===== config.mk =====
export PLATFORM = sky130hd
export DESIGN_NAME = imm_gen_pipe
export DESIGN_NICKNAME = d
export VERILOG_FILES = /design/src/rtl/imm_gen_pipe.sv
export SDC_FILE = /design/constraint.sdc
export NUM_CORES = 1
export LEC_CHECK = 0
export CAP_MARGIN = 5
export CORE_AREA = 2 2 101 103
export DETAILED_ROUTE_END_ITERATION = 7
export DIE_AREA = 0 0 103 105
export GPL_ROUTABILITY_DRIVEN = 0
export PLACE_DENSITY = 0.69
export REMOVE_ABC_BUFFERS = 1
export SLEW_MARGIN = 10
export SYNTH_ARGS = -nofsm -noshare
export SYNTH_HDL_FRONTEND = slang
export SYNTH_SLANG_ARGS = --single-unit

===== constraint.sdc =====
create_clock -name CLK -period 3.5 [get_ports CLK]
set_input_delay 0.35 -clock CLK [delete_from_list [all_inputs] [get_ports CLK]]
set_output_delay 0.35 -clock CLK [all_outputs]
set_load 0.05 [all_outputs]

===== src/rtl/imm_gen_pipe.sv =====
// -----------------------------------------------------------------------------
// imm_gen_pipe
//
// Pipelined immediate generator for the decode stage. Instruction bits [31:7]
// arrive with an immediate-select code on a valid/ready handshake. The
// immediate is formed combinationally, extended to XLEN bits and written into
// a 2-entry output buffer together with a sideband tag and an illegal-shamt
// flag. Every output is driven from buffer registers; nothing on the input
// side reaches an output combinationally except IN_READY's dependence on RESET.
//
// Parameters
//   XLEN   output width, 32 or 64 (anything else stops elaboration)
//   TAG_W  width of the sideband tag
//
// Ports
//   CLK          clock, all state updates on the rising edge
//   RESET        synchronous active-high reset (priority over FLUSH)
//   FLUSH        synchronous buffer clear (priority over push and pop)
//   IN[24:0]     instruction[31:7]
//   IMM_SEL[2:0] immediate format select
//   IN_TAG       sideband tag travelling with the beat
//   IN_VALID     input beat valid
//   IN_READY     buffer can accept a beat (not full, not in reset)
//   OUT          extended immediate of the head entry
//   OUT_TAG      tag of the head entry
//   OUT_ILLEGAL  head entry carried a shift amount out of range for XLEN
//   OUT_VALID    head entry valid
//   OUT_READY    consumer accepts the head entry
// -----------------------------------------------------------------------------
module imm_gen_pipe #(
    parameter int XLEN  = 32,
    parameter int TAG_W = 4
) (
    input  logic             CLK,
    input  logic             RESET,
    input  logic             FLUSH,
    input  logic [24:0]      IN,
    input  logic [2:0]       IMM_SEL,
    input  logic [TAG_W-1:0] IN_TAG,
    input  logic             IN_VALID,
    output logic             IN_READY,
    output logic [XLEN-1:0]  OUT,
    output logic [TAG_W-1:0] OUT_TAG,
    output logic             OUT_ILLEGAL,
    output logic             OUT_VALID,
    input  logic             OUT_READY
);

    // Only RV32 and RV64 widths are meaningful for this generator.
    if ((XLEN != 32) && (XLEN != 64)) begin : g_bad_xlen
        $error("imm_gen_pipe: XLEN must be 32 or 64");
    end

    localparam logic [2:0] SEL_U     = 3'b000;
    localparam logic [2:0] SEL_J     = 3'b001;
    localparam logic [2:0] SEL_S     = 3'b010;
    localparam logic [2:0] SEL_B     = 3'b011;
    localparam logic [2:0] SEL_I     = 3'b100;
    localparam logic [2:0] SEL_SHAMT = 3'b101;
    localparam logic [2:0] SEL_Z     = 3'b110;
    localparam logic [2:0] SEL_IU    = 3'b111;

    // Builds the immediate as a 32-bit value whose bit 31 already holds the
    // correct extension bit: signed formats replicate the instruction sign,
    // zero-extended formats leave the upper bits clear. Widening to XLEN is
    // then a plain sign extension of this value for every format.
    function automatic logic [31:0] imm32_f(input logic [24:0] ins, input logic [2:0] sel);
        logic [31:0] r;
        case (sel)
            SEL_U:     r = {ins[24:5], 12'd0};
            SEL_J:     r = {{11{ins[24]}}, ins[24], ins[12:5], ins[13], ins[23:14], 1'b0};
            SEL_S:     r = {{20{ins[24]}}, ins[24:18], ins[4:0]};
            SEL_B:     r = {{19{ins[24]}}, ins[24], ins[0], ins[23:18], ins[4:1], 1'b0};
            SEL_I:     r = {{20{ins[24]}}, ins[24:13]};
            SEL_SHAMT: begin
                if (XLEN == 64) begin
                    r = {26'd0, ins[18:13]};
                end else begin
                    r = {27'd0, ins[17:13]};
                end
            end
            SEL_Z:     r = {27'd0, ins[12:8]};
            SEL_IU:    r = {20'd0, ins[24:13]};
            default:   r = 32'd0;
        endcase
        return r;
    endfunction

    // The top shamt bit only exists on RV64; on RV32 it marks an illegal shift.
    function automatic logic illegal_f(input logic [24:0] ins, input logic [2:0] sel);
        logic r;
        if ((sel == SEL_SHAMT) && (XLEN == 32)) begin
            r = ins[18];
        end else begin
            r = 1'b0;
        end
        return r;
    endfunction

    logic [31:0]      imm32_s;
    logic [XLEN-1:0]  imm_s;
    logic             ill_s;
    logic             push_s;
    logic             pop_s;

    logic [XLEN-1:0]  imm_r [2];
    logic [TAG_W-1:0] tag_r [2];
    logic             ill_r [2];
    logic             wr_ptr_r;
    logic             rd_ptr_r;
    logic [1:0]       count_r;

    // Input-side immediate formation and extension to XLEN.
    always_comb begin
        imm32_s = imm32_f(IN, IMM_SEL);
        imm_s   = XLEN'($signed(imm32_s));
        ill_s   = illegal_f(IN, IMM_SEL);
    end

    // Readiness depends only on occupancy and reset, never on OUT_READY, so a
    // full buffer refuses a beat even when its head is popped the same cycle.
    assign IN_READY = (count_r != 2'd2) & ~RESET;
    assign push_s   = IN_VALID & IN_READY;
    assign pop_s    = OUT_VALID & OUT_READY;

    // Head of the buffer: registered entries selected by a registered pointer.
    assign OUT_VALID   = (count_r != 2'd0);
    assign OUT         = imm_r[rd_ptr_r];
    assign OUT_TAG     = tag_r[rd_ptr_r];
    assign OUT_ILLEGAL = ill_r[rd_ptr_r];

    // Buffer storage, pointers and occupancy; reset clears the entry contents
    // too so the head reads as zero, flush only empties the buffer.
    always_ff @(posedge CLK) begin
        if (RESET) begin
            imm_r[0] <= '0;
            imm_r[1] <= '0;
            tag_r[0] <= '0;
            tag_r[1] <= '0;
            ill_r[0] <= 1'b0;
            ill_r[1] <= 1'b0;
            wr_ptr_r <= 1'b0;
            rd_ptr_r <= 1'b0;
            count_r  <= 2'd0;
        end else if (FLUSH) begin
            wr_ptr_r <= 1'b0;
            rd_ptr_r <= 1'b0;
            count_r  <= 2'd0;
        end else begin
            if (push_s) begin
                imm_r[wr_ptr_r] <= imm_s;
                tag_r[wr_ptr_r] <= IN_TAG;
                ill_r[wr_ptr_r] <= ill_s;
                wr_ptr_r        <= ~wr_ptr_r;
            end
            if (pop_s) begin
                rd_ptr_r <= ~rd_ptr_r;
            end
            case ({push_s, pop_s})
                2'b10:   count_r <= count_r + 2'd1;
                2'b01:   count_r <= count_r - 2'd1;
                default: count_r <= count_r;
            endcase
        end
    end

endmodule


==> flow_metrics.tcl <==
set metrics [dict create \
    h-tree-depth 3 \
    cp.depth 3 \
    crit_path_max_fanout 22 \
    clk_latency_ps 340 \
    cts.sinks 79 \
    startpoint_type "flip-flop" \
    setup_viol 0 \
    required_ps 3150 \
    period_needed_ps 2790 \
    fin_setup_tns_ps 0 \
    post_cts_buffers 0 \
    critPathArrivalTime_ps 2440 \
    core-area_sq_um 9640 \
    vias_per_cell 4.87 \
    start_util 0.391 \
    drive_gt1_frac 0.216 \
    overflow 0 \
    synth.cell_area_sq_um 3770 \
    yosys_warnings 0 \
    layout_setup_ws_ps 715 \
    ant_nets 0 \
    grt_pass1_vias 2568 \
    final_nets 408 \
    netlist_instances 295 \
    pre_cts_ws_ps 1040 \
    yosysUniqueCellTypes 32 \
    rr_worst_depth 5 \
    critPathSlowestCell "clkdlybuf4s50_1" \
    fillers 901 \
    dieHeight_um 105 \
    wl_um 7980 \
    fp.dieW_um 103 \
    io-pin-count 76 \
    n_antenna_cell 0 \
    dieArea_sq_um 10800 \
    p_leak_nw 1.76 \
    layout_commonest_cell "clkdlybuf4s50_1" \
    powerDensity_nw_per_um2 447 \
    ys_seq_area_frac 0.616 \
    r2r_slack_ps 1560 \
    critPathCapture "OUT[7]" \
    hold_viol_final 0 \
    cts_tree "done" \
    root_buffer "clkbuf_8" \
    grt_pass1_wl_um 12900 \
    post-dp-hpwl_um 5250 \
    ir_drop_mv 0.230 \
    syn_area_per_cell_sq_um 12.8 \
    area_growth_syn_to_layout_pct 28.5 \
    rsz0062_at_grt "false" \
    ys_seq_elements 79 \
    fmax_mhz 359 \
    cts_buffers 9 \
    final_cell_mix "clkdlybuf4s50_1, edfxtp_1, nor2_1" \
    portBuffers 75 \
    timing.rr.start "count_r[0]" \
    fin_crit_sh 0.796 \
    fp-row-count 36 \
    hold_path.class "reg -> reg" \
    drc 0 \
    path_buf_inv 2 \
    slew_headroom 0.601 \
    timing.rr.end "tag_r[0][1]" \
    max_cap_viol_count 0 \
    multiInputGateArea_sq_um 1310 \
    hold_buffers 0 \
    grt_max_degree 38 \
    crit_path_end_kind "primary output" \
    gr-usage-all-layers 0.156 \
    first_pass_iters 4 \
    cts_resized 0 \
    regArea_sq_um 2320 \
    crit_family "buffers and inverters" \
    num_vias 2475 \
    drt_iter0_markers 161 \
    crit_chain "buf_4 > mux2_2 > clkdlybuf4s50_1" \
    antenna_found_initial 0 \
    slew_violations 0 \
    slowest_delay_ps 710 \
    wl_per_cell_um 15.7 \
    outcome "finished clean" \
    cts.reportedPaths.clkPinSlew_ps 80 \
    cts_max_path_buffers 2 \
    fin_worst_skew_ps 8.93 \
    path_class "reg -> out" \
    worstMarginPinSlew_ps 598 \
]
cell type report:
| type | count | share of cell area |
|---|---|---|
| Clock inverter | 7 | 0.0181 |
| Inverter | 7 | 0.00542 |
| Sequential cell | 79 | 0.479 |
| Clock buffer | 9 | 0.0256 |
| Tap cell | 133 | 0.0343 |
| Multi-Input combinational cell | 190 | 0.270 |
| Timing Repair Buffer | 83 | 0.167 |
cells in the mapped netlist, drive strengths merged:
cell / instances / share of area
a21o: 5 / 0.010
a21oi: 20 / 0.036
and2: 11 / 0.018
and3b: 1 / 0.0023
buf: 17 / 0.030
clkbuf: 2 / 0.0020
dfxtp: 5 / 0.027
edfxtp: 74 / 0.59
ha: 1 / 0.0033
inv: 7 / 0.0070
mux2: 41 / 0.12
mux2i: 3 / 0.0080
nand2: 2 / 0.0020
nand2b: 4 / 0.0066
nand3b: 1 / 0.0020
nand4b: 3 / 0.010
nor2: 65 / 0.065
nor2b: 5 / 0.0083
nor3: 9 / 0.015
nor3b: 1 / 0.0020
o21a: 1 / 0.0023
o21ai: 1 / 0.0013
o22ai: 9 / 0.015
or2: 1 / 0.0017
xnor2: 3 / 0.0070
xor2: 3 / 0.0070
per-stage QoR:
stage / hold WS (ps) / cell area, sq um / cells / total power, mW / util
finish: 546 / 4850 / 508 / 2.17 / 0.503
global route: 600 / 4850 / 508 / 2.25 / 0.503
CTS: 556 / 4850 / 508 / 2.18 / 0.503
detailed placement: 533 / 4640 / 492 / 1.47 / 0.481
global placement: 533 / 4640 / 492 / 1.46 / 0.481
floorplan: 427 / 3650 / 276 / 1.32 / -
how the worst min path moves through the flow:
stage	start	end	slack, ps	depth (start not counted)
after floorplan	FLUSH	count_r[1]	430	1
after detailed placement	rd_ptr_r	flip-flop	530	2
after global placement	rd_ptr_r	flip-flop	530	2
after CTS	rd_ptr_r	flip-flop	560	2
after global routing	rd_ptr_r	rd_ptr_r	600	2
final	rd_ptr_r	flip-flop	550	2
power breakdown:
part	switching (mW)	leakage (nW)	internal, mW
clock	0.327	0.110	0.397
sequential	0.0128	0.811	1.08
combinational	0.215	0.837	0.141
layer usage:
layer / track usage / vias to the layer above / part of all wire
met4: 0.0423 / 0 / 0.0089
met5: 0 / - / 0
met3: 0.0381 / 7 / 0.060
met1: 0.211 / 1184 / 0.43
li1: - / 1202 / -
met2: 0.249 / 82 / 0.50
tightest hold or removal path: cells and delay by family, from the launching register on:
family / cells / cell delay [ps]
simple gates: 1 / 40
xor+xnor: 1 / 130
flops: 1 / 340
logic make-up (layout without fill, tap and decap cells):
family / count (synthesis) / count (layout) / synth area share
compound gates: 36 / 36 / 0.0650
flops: 79 / 79 / 0.616
xor+xnor: 6 / 6 / 0.0139
simple gates: 103 / 103 / 0.133
fa+ha+maj: 1 / 1 / 0.00332
mux: 44 / 44 / 0.130
buf+inv: 26 / 106 / 0.0388
state kept, by name, summed over array words and instances, names as in the netlist, named ones only:
signal    count
count_r       2
rd_ptr_r      1
wr_ptr_r      1
imm_r        64
tag_r         8
ill_r         2
Power figures use the tool's default switching activity.
